$ cat config.mk
export PLATFORM = sky130hd
export DESIGN_NAME = crc_engine_param_flat
export DESIGN_NICKNAME = d
export VERILOG_FILES = /design/src/rtl/crc_engine_param_if.sv /design/src/rtl/crc_engine_param.sv /design/src/flat_wrapper.sv
export SDC_FILE = /design/constraint.sdc
export NUM_CORES = 1
export LEC_CHECK = 0
export ABC_AREA = 1
export BUFFER_PORTS_ARGS = -buffer_cell sky130_fd_sc_hd__buf_2
export CAP_MARGIN = 20
export CORE_MARGIN = 2
export CORE_UTILIZATION = 30
export CTS_CLUSTER_DIAMETER = 30
export DETAILED_ROUTE_END_ITERATION = 12
export PLACE_DENSITY = 0.51
export SLEW_MARGIN = 25
export SYNTH_ARGS = -nofsm -noshare
export SYNTH_HDL_FRONTEND = slang
export SYNTH_SLANG_ARGS = --single-unit
$ cat constraint.sdc
create_clock -name CLK -period 3.3 [get_ports CLK]
set_input_delay 0.825 -clock CLK [delete_from_list [all_inputs] [get_ports CLK]]
set_output_delay 0.825 -clock CLK [all_outputs]
set_load 0.02 [all_outputs]
$ cat src/rtl/crc_engine_param_if.sv
// crc_engine_param_if
//   Operand/handshake bundle between the CRC extension's decode/execute
//   logic (master) and crc_engine_param (slave).
//   Signals:
//     crc_reset  master->slave  load INIT into the CRC register
//     start      master->slave  begin an operation (honoured in IDLE only)
//     data_in    master->slave  operand, byte 0 = data_in[7:0], consumed first
//     nbytes     master->slave  number of valid low bytes, 0..DATA_BYTES
//     busy       slave->master  operation in progress, requester must stall
//     done       slave->master  one-cycle pulse when crc_out has been updated
//     crc_out    slave->master  crc register ^ FINAL_XOR
interface crc_engine_param_if #(
  parameter int unsigned CRC_WIDTH  = 32,
  parameter int unsigned DATA_BYTES = 4
);
  localparam int unsigned NB_W = $clog2(DATA_BYTES + 1);

  logic                    crc_reset;
  logic                    start;
  logic [DATA_BYTES*8-1:0] data_in;
  logic [NB_W-1:0]         nbytes;
  logic                    busy;
  logic                    done;
  logic [CRC_WIDTH-1:0]    crc_out;

  modport master (
    output crc_reset, start, data_in, nbytes,
    input  busy, done, crc_out
  );

  modport slave (
    input  crc_reset, start, data_in, nbytes,
    output busy, done, crc_out
  );
endinterface

$ cat src/rtl/crc_engine_param.sv
// crc_engine_param
//   Parametrised multi-cycle CRC execution unit. Folds BITS_PER_CYCLE
//   operand bits into the CRC register per clock; an operation of nbytes
//   bytes takes nbytes*8/BITS_PER_CYCLE busy cycles and done pulses in the
//   cycle after the last step.
//   Ports:
//     CLK  in  clock, rising edge
//     RST  in  asynchronous active-high reset
//     bus  crc_engine_param_if.slave (crc_reset/start/data_in/nbytes in,
//          busy/done/crc_out out)
//   Build option:
//     CRC_REFLECT_EN defined   -> reflected CRC (bits LSB-first, reversed
//                                 polynomial); defaults give CRC-32/zlib.
//     CRC_REFLECT_EN undefined -> normal MSB-first CRC; defaults give
//                                 CRC-32/BZIP2.
module crc_engine_param #(
  parameter int unsigned CRC_WIDTH      = 32,
  parameter logic [31:0] POLY           = 32'h04C11DB7,
  parameter logic [31:0] INIT           = 32'hFFFFFFFF,
  parameter logic [31:0] FINAL_XOR      = 32'hFFFFFFFF,
  parameter int unsigned DATA_BYTES     = 4,
  parameter int unsigned BITS_PER_CYCLE = 8
) (
  input  logic              CLK,
  input  logic              RST,
  crc_engine_param_if.slave bus
);

  localparam int unsigned DW             = DATA_BYTES * 8;
  localparam int unsigned STEPS_PER_BYTE = 8 / BITS_PER_CYCLE;
  localparam int unsigned CNT_W          = $clog2(DW / BITS_PER_CYCLE + 1);

  localparam logic [CRC_WIDTH-1:0] POLY_W = POLY[CRC_WIDTH-1:0];
  localparam logic [CRC_WIDTH-1:0] INIT_W = INIT[CRC_WIDTH-1:0];
  localparam logic [CRC_WIDTH-1:0] FXOR_W = FINAL_XOR[CRC_WIDTH-1:0];

  if (!(BITS_PER_CYCLE == 1 || BITS_PER_CYCLE == 2 ||
        BITS_PER_CYCLE == 4 || BITS_PER_CYCLE == 8)) begin : g_bad_bpc
    $error("crc_engine_param: BITS_PER_CYCLE must be 1, 2, 4 or 8");
  end
  if (CRC_WIDTH < 8 || CRC_WIDTH > 32) begin : g_bad_width
    $error("crc_engine_param: CRC_WIDTH must be 8..32");
  end

`ifdef CRC_REFLECT_EN
  function automatic logic [CRC_WIDTH-1:0] bitrev_w(input logic [CRC_WIDTH-1:0] v);
    logic [CRC_WIDTH-1:0] r;
    r = '0;
    for (int unsigned i = 0; i < CRC_WIDTH; i++) r[i] = v[CRC_WIDTH-1-i];
    return r;
  endfunction

  localparam logic [CRC_WIDTH-1:0] POLY_REV = bitrev_w(POLY_W);

  // Reflected order already consumes bit 0 of each byte first.
  function automatic logic [DW-1:0] order_bits(input logic [DW-1:0] d);
    return d;
  endfunction
`else
  // Normal order wants each byte MSB-first. Reversing the bits inside every
  // byte at latch time lets both builds consume the operand register from
  // bit 0 upward with a plain right shift.
  function automatic logic [DW-1:0] order_bits(input logic [DW-1:0] d);
    logic [DW-1:0] r;
    r = '0;
    for (int unsigned k = 0; k < DATA_BYTES; k++)
      for (int unsigned j = 0; j < 8; j++)
        r[k*8+j] = d[k*8+7-j];
    return r;
  endfunction
`endif

  // BITS_PER_CYCLE single-bit LFSR steps unrolled; bits[0] is folded first.
  function automatic logic [CRC_WIDTH-1:0] crc_step(
    input logic [CRC_WIDTH-1:0]      c,
    input logic [BITS_PER_CYCLE-1:0] bits
  );
    logic [CRC_WIDTH-1:0] r;
    logic                 fb;
    r = c;
    for (int unsigned i = 0; i < BITS_PER_CYCLE; i++) begin
`ifdef CRC_REFLECT_EN
      fb = r[0] ^ bits[i];
      r  = (r >> 1) ^ (fb ? POLY_REV : '0);
`else
      fb = r[CRC_WIDTH-1] ^ bits[i];
      r  = {r[CRC_WIDTH-2:0], 1'b0} ^ (fb ? POLY_W : '0);
`endif
    end
    return r;
  endfunction

  typedef enum logic {S_IDLE, S_BUSY} state_t;

  state_t               state_q, state_d;
  logic [CRC_WIDTH-1:0] crc_q, crc_d;
  logic [DW-1:0]        data_q, data_d;
  logic [CNT_W-1:0]     steps_q, steps_d;
  logic                 done_q, done_d;

  always_ff @(posedge CLK or posedge RST) begin
    if (RST) begin
      state_q <= S_IDLE;
      crc_q   <= INIT_W;
      data_q  <= '0;
      steps_q <= '0;
      done_q  <= 1'b0;
    end else begin
      state_q <= state_d;
      crc_q   <= crc_d;
      data_q  <= data_d;
      steps_q <= steps_d;
      done_q  <= done_d;
    end
  end

  always_comb begin
    state_d = state_q;
    crc_d   = crc_q;
    data_d  = data_q;
    steps_d = steps_q;
    done_d  = 1'b0;
    unique case (state_q)
      S_IDLE: begin
        // crc_reset takes effect before a same-cycle start; the first step
        // then runs from INIT in the following cycle.
        if (bus.crc_reset) crc_d = INIT_W;
        if (bus.start) begin
          if (bus.nbytes == '0) begin
            done_d = 1'b1;
          end else begin
            data_d  = order_bits(bus.data_in);
            steps_d = CNT_W'(bus.nbytes * STEPS_PER_BYTE);
            state_d = S_BUSY;
          end
        end
      end
      S_BUSY: begin
        if (bus.crc_reset) begin
          crc_d   = INIT_W;
          steps_d = '0;
          state_d = S_IDLE;
        end else begin
          crc_d   = crc_step(crc_q, data_q[BITS_PER_CYCLE-1:0]);
          data_d  = data_q >> BITS_PER_CYCLE;
          steps_d = steps_q - CNT_W'(1);
          if (steps_q == CNT_W'(1)) begin
            state_d = S_IDLE;
            done_d  = 1'b1;
          end
        end
      end
      default: state_d = S_IDLE;
    endcase
  end

  assign bus.busy    = (state_q == S_BUSY);
  assign bus.done    = done_q;
  assign bus.crc_out = crc_q ^ FXOR_W;

endmodule
$ cat src/flat_wrapper.sv
// flat-port wrapper written by rule: the top's interface ports become plain ports
module crc_engine_param_flat 
#(
  parameter int unsigned CRC_WIDTH      = 32,
  parameter logic [31:0] POLY           = 32'h04C11DB7,
  parameter logic [31:0] INIT           = 32'hFFFFFFFF,
  parameter logic [31:0] FINAL_XOR      = 32'hFFFFFFFF,
  parameter int unsigned DATA_BYTES     = 4,
  parameter int unsigned BITS_PER_CYCLE = 8
)
  (CLK, RST, bus_crc_reset, bus_start, bus_data_in, bus_nbytes, bus_busy, bus_done, bus_crc_out);
  crc_engine_param_if #(.CRC_WIDTH(CRC_WIDTH), .DATA_BYTES(DATA_BYTES)) bus_i ();
  input  logic CLK;
  input  logic RST;
  input wire logic [$bits(bus_i.crc_reset)-1:0] bus_crc_reset;
  input wire logic [$bits(bus_i.start)-1:0] bus_start;
  input wire logic [$bits(bus_i.data_in)-1:0] bus_data_in;
  input wire logic [$bits(bus_i.nbytes)-1:0] bus_nbytes;
  output wire logic [$bits(bus_i.busy)-1:0] bus_busy;
  output wire logic [$bits(bus_i.done)-1:0] bus_done;
  output wire logic [$bits(bus_i.crc_out)-1:0] bus_crc_out;
  assign bus_i.crc_reset = bus_crc_reset;
  assign bus_i.start = bus_start;
  assign bus_i.data_in = bus_data_in;
  assign bus_i.nbytes = bus_nbytes;
  assign bus_busy = bus_i.busy;
  assign bus_done = bus_i.done;
  assign bus_crc_out = bus_i.crc_out;
  crc_engine_param #(.CRC_WIDTH(CRC_WIDTH), .POLY(POLY), .INIT(INIT), .FINAL_XOR(FINAL_XOR), .DATA_BYTES(DATA_BYTES), .BITS_PER_CYCLE(BITS_PER_CYCLE)) u_core (.CLK(CLK), .RST(RST), .bus(bus_i));
endmodule
==> results.yml, run 1 <==
floorplan:
  row_count: 43
  die_w_um: 122.4
  num_io_pins: 73
  die_area_sq_um: 14970
  initial_core_util_pct: 30.51
  die_height_um: 122.4
  core-area_sq_um: 13770
run_status:
  status: "complete, no violations"
synthesis:
  synth_cell_types: 35
  synth-async-reset-ratio_pct: 100.0
  netlist_instances: 522
  synth_nets: 563
  synthTopCellsByArea: "dfrtp_1 22%, dfstp_2 20%, nand2_1 12%"
  synthTopCellsByCount: "132 x nand2_1, 80 x inv_1, 37 x dfrtp_1"
  yosysMostFrequentCell: "nand2_1"
  synth_top_area_share_pct: 22.03
  synth_edf_count: 0
  ys_seq_area_share_pct: 42.04
  synth_top_area_cell: "dfrtp_1"
  synth-main-ff-cell: "dfrtp_1"
  yosysWarnings: 0
  synth_area_per_cell_sq_um: 8.051
  ys_seq_elements: 69
  synth_area_sq_um: 4203
routing:
  wl_per_cell_um: 14.11
  num_vias: 3478
  via_per_inst: 4.465
  drc: 0
  drtIter0Drc: 250
  drt-total-wl_um: 10990
  firstDrtPassIters: 4
  ant_nets: 0
placement:
  hpwlAfterDp_um: 7922
  pre_cts_ws_ns: 0.7877
  gp_congestion: 0.7783
  port_buffers: 72
timing:
  skew_ns: 0.008369
  tns_ns: 0
  worst_pin_slew_ns: 0.8990
  timing.final.crit_period_ns: 2.173
  max_freq_mhz: 460.3
  report.final.slew_viol_count: 0
  rsz0062_at_grt: "false"
  setup_slack_ns: 1.127
  slew_headroom_pct: 40.07
  timing_hold_violations_final: 0
  report.final.setup_viol: 0
  min_period_over_period_pct: 65.84
clock_network:
  postCtsSetupBuffers: 0
  path_clk_slew_ns: 0.06
  cts_resized: 0
  cts_max_level: 3
  cts_made_buffers: 9
  clkSinkCount: 69
  clockBufferDepth: 2
  cts-root-buf: "clkbuf_16"
  cts_tree: "built"
  hold_buffers: 0
  clk_latency_ns: 0.35
global_routing:
  gr-total-overflow: 0
  antenna_found_initial: 0
  grt_pass1_wl_um: 17610
  grt_max_degree: 51
  grt_use_total_pct: 15.61
  grt_pass1_vias: 3434
finish:
  layout.nets: 635
  areaGrowthSynthToFinish_pct: 20.24
  antennaDiodeCount: 0
  final_layout_size_suffix_gt1_share_pct: 30.72
power_and_ir_drop:
  peakVddDrop_uv: 404.1
  power.internal_mw: 3.198
  pwr-share-comb_pct: 59.5
  p_leak_nw: 2.598
  p_per_area_nw_per_um2: 1232
  p_sw_mw: 3.028
  clockPowerShare_pct: 16.0
  p_seq_share_pct: 24.6
  netSwitchingFraction_pct: 48.64
setup_path:
  slowest_delay_ns: 0.58
  path_class: "input pin to flip-flop"
  critPathCaptureType: "flip-flop"
  crit_arrival_ns: 2.44
  required_ns: 3.57
  crit_chain: "buf_2 > inv_1 > nor2_1 > inv_1 > nor2_4 > nor2_4 > inv_2 > o211ai_1 > o21ai_1"
  crit_slowest_cell: "inv_2"
  crit_fanout: 50
  startpoint_type: "input pin"
min_path:
  hp-class: "flip-flop to flip-flop"
flow_run:
  cap_viol_max_count: 0
per-stage QoR:
stage          power, mW  area [sq um]  hold WS [ns]  std cells  util, %
4_1_cts            6.301          5054        0.5031        779    36.69
3_3_place_gp       5.212          4752        0.4840        763    34.50
3_5_place_dp       5.269          4752        0.4857        763    34.50
5_1_grt            6.810          5054        0.5140        779    36.69
6_report           6.225          5054        0.5035        779    36.69
2_1_floorplan      4.464          4203        0.4658        522        -
registers in the layout, summed over array words and instances, names as in the netlist:
signal	count
u_core.bus.done	1
u_core.data_q	32
u_core.steps_q	3
u_core.crc_q	32
u_core.bus.busy	1
kinds of logic after synthesis:
group / synth area share (%)
AOI/OAI and AO/OA: 13.46
xor gates and xnor gates: 10.72
adders and majority gates: 0.5953
buffers and inverters: 10.39
DFF: 42.04
and+or+nand+nor: 22.80
layout by cell type (no fill, tap or decap), types with 2 or more instances in the layout:
cell,netlist,final
o22ai_1,13,13
nand3_1,14,14
a21oi_1,4,4
nor2_4,4,4
xor2_1,24,24
xnor2_1,5,5
nor2_1,30,30
dfrtp_1,37,37
o21ai_0,12,12
clkinv_4,0,3
dfstp_2,32,32
buf_2,8,72
inv_1,80,79
a22o_1,7,7
buf_4,0,4
nand2_2,14,14
nand2_1,132,132
xnor2_4,3,3
o21ai_1,26,26
a31oi_1,13,13
nand2_4,9,9
clkbuf_16,0,9
inv_2,17,18
o211ai_1,12,12
xor2_2,7,7
ha_1,2,2
worst max-delay path: cells and delay by family:
kind	cells	cell delay (ns)
compound gates	2	0.33
buf+inv	4	0.78
simple gates	3	0.49
routing by layer:
layer / vias up / GRT usage (%) / wire [um]
met3: 6 / 4.972 / 549
met1: 1626 / 20.26 / 5154
met2: 68 / 24.72 / 5163
li1: 1778 / - / -
met5: - / 0 / 0
met4: 0 / 4.957 / 126
final timing paths:
check | start | endpoint | slack [ns] | depth (start not counted)
min in group asynchronous | RST | u_core.steps_q[1] | 0.67 | 2
max in group asynchronous | RST | u_core.crc_q[9] | 1.80 | 3
worst max-delay path | bus_start | u_core.data_q[2] | 1.13 | 9
worst min register to register | u_core.data_q[29] | u_core.data_q[29] | 0.50 | 1
worst min-delay path | u_core.data_q[29] | u_core.data_q[29] | 0.50 | 1
worst max register to register | u_core.bus.busy | u_core.data_q[2] | 1.21 | 7
power by group through the flow:
stage          Combinational (mW)  Sequential (mW)  Clock [mW]
3_3_place_gp                 3.68             1.54           0
6_report                     3.70             1.53       0.993
3_5_place_dp                 3.73             1.54           0
5_1_grt                      4.18             1.58        1.06
2_1_floorplan                2.98             1.48           0
4_1_cts                      3.75             1.53        1.02
area by class of cell:
class,count,area (sq um)
clock buffer,10,229.0
clock inverter,6,72.57
fill,1488,8720
inverter,98,370.4
multi-input combinational,340,1999
sequential,69,1767
tap,180,225.2
timing repair buffer,76,390.4
Power figures use the tool's default switching activity.
==> run 2, diff against run 1 <==
PLACE_DENSITY = 0.53   (was 0.51)
clock period = 1.83 ns   (was 3.3 ns; I/O delays follow)
==> run 2 against run 1 <==
  * Global-route usage shrank 0.51 points
  * Combinational power grew 84%
  * Die area is the same
  * Non-clock buffer count grew 7
  * Sequential power grew 80%
  * Via count grew 0.23%
  * Critical endpoint is now u_core.crc_q[17]
==> results.yml, run 2 (synthesized netlist as in run 1, its figures left out) <==
run_status:
  status: "complete, no violations"
setup_path:
  crit_top_cell: "nand2_4"
  slowest_delay_ns: 0.56
  crit_fanout: 8
  crit_slowest_cell: "dfstp_2"
  path_depth: 8
  crit_arrival_ns: 1.99
  startpoint_type: "flip-flop"
  reg2reg_from: "u_core.crc_q[31]"
  crit_chain: "nand2_1 > nand2_4 > nand2_2 > nand2_4 > xor2_2 > nor2_1 > o22ai_1 > inv_1"
  critPathCaptureType: "flip-flop"
  crit_family: "simple AND/OR/NAND/NOR gates"
  reg2reg_slack_ns: 0.11
  critPathLaunch: "u_core.crc_q[31]"
  worst-path-buf-inv: 1
  r2r_cells: 8
  path_class: "flip-flop to flip-flop"
  required_ns: 2.10
global_routing:
  grt_pass1_vias: 3429
  antenna_found_initial: 0
  grt_max_degree: 70
  grt_pass1_wl_um: 17160
  grt_use_total_pct: 15.10
  gr-total-overflow: 0
finish:
  reg_top3: "u_core.crc_q (32), u_core.data_q (32), u_core.steps_q (3)"
  layout_common_cells: "132 x nand2_1, 79 x inv_1, 72 x buf_2"
  final_cells: 786
  areaGrowthSynthToFinish_pct: 22.54
  layout.nets: 642
  final_common_cell: "nand2_1"
  final_layout_size_suffix_gt1_share_pct: 31.68
  antennaDiodeCount: 0
routing:
  num_vias: 3486
  firstDrtPassIters: 4
  drt-total-wl_um: 10670
  ant_nets: 0
  via_per_inst: 4.435
  drtIter0Drc: 155
  wl_per_cell_um: 13.57
  drc: 0
power_and_ir_drop:
  p_leak_nw: 2.655
  report.power.total_mw: 11.38
  peakVddDrop_uv: 775.4
  p_per_area_nw_per_um2: 2210
floorplan:
  die_height_um: 122.4
  num_io_pins: 73
  row_count: 43
  die_w_um: 122.4
  initial_core_util_pct: 30.51
  core-area_sq_um: 13770
  die_area_sq_um: 14970
timing:
  whs_ns: 0.2275
  rsz0062_at_grt: "false"
  report.final.slew_viol_count: 0
  timing_hold_violations_final: 0
  worst_pin_slew_ns: 0.5611
  setup_slack_ns: 0.1135
  report.final.setup_viol: 0
  max_freq_mhz: 582.6
  min_period_over_period_pct: 93.80
  slew_headroom_pct: 62.20
  skew_ns: 0.006392
  timing.final.crit_period_ns: 1.716
placement:
  port_buffers: 72
  place_inst: 770
  gp_congestion: 0.8143
  hpwlAfterDp_um: 7734
  pre_cts_ws_ns: -0.08740
min_path:
  hp-class: "input pin to async pin"
clock_network:
  clockBufferDepth: 2
  cts_max_level: 3
  cts-root-buf: "clkbuf_16"
  hold_buffers: 0
  clk_latency_ns: 0.35
  cts_made_buffers: 9
  cts_tree: "built"
  path_clk_slew_ns: 0.06
  clkSinkCount: 69
flow_run:
  cap_viol_max_count: 0
run 2: stage by stage:
stage                     setup TNS [ns]  area [sq um]  util, %
after floorplan                        0          4207        -
final                                  0          5150    37.39
after detailed placement         -0.9668          4833    35.09
after CTS                              0          5137    37.30
after global placement           -0.2832          4833    35.09
after global routing                   0          5150    37.39
run 2: timing repair:
item	CTS	global route
gates resized for setup	0	4
buffers inserted	0	0
setup endpoints to repair	0	18
run 2: where the power goes:
part / switching (mW) / leakage, nW / internal (mW)
registers: 0.414 / 0.783 / 2.33
clock network: 0.735 / 0.151 / 1.07
logic: 4.34 / 1.72 / 2.48
run 2: final cells by class:
cell class	instances	area [sq um]
inverters	98	376.6
clock buffers	9	225.2
clock inverters	7	78.83
repair buffers	83	467.9
flip-flops and latches	69	1767
well taps	180	225.2
multi-input cells	340	2009
fillers	1458	8623
run 2: worst min-delay path: stages:
cell and delay (ns):
buf_2 0.11, clkinvlp_4 0.07, buf_12 0.32
run 2: worst paths after layout:
| path | endpoint |
|---|---|
| max in group asynchronous | u_core.crc_q[14] |
| max reg2reg | u_core.crc_q[17] |
| min | u_core.data_q[5] |
| max | u_core.crc_q[17] |
| min reg2reg | u_core.data_q[31] |
| min in group CLK | u_core.data_q[30] |
run 2: layer usage:
metal / GRT usage [%] / routed length, um
met5: 0 / 0
met1: 19.15 / 4881
met4: 5.963 / 177
met3: 4.275 / 550
met2: 24.27 / 5060
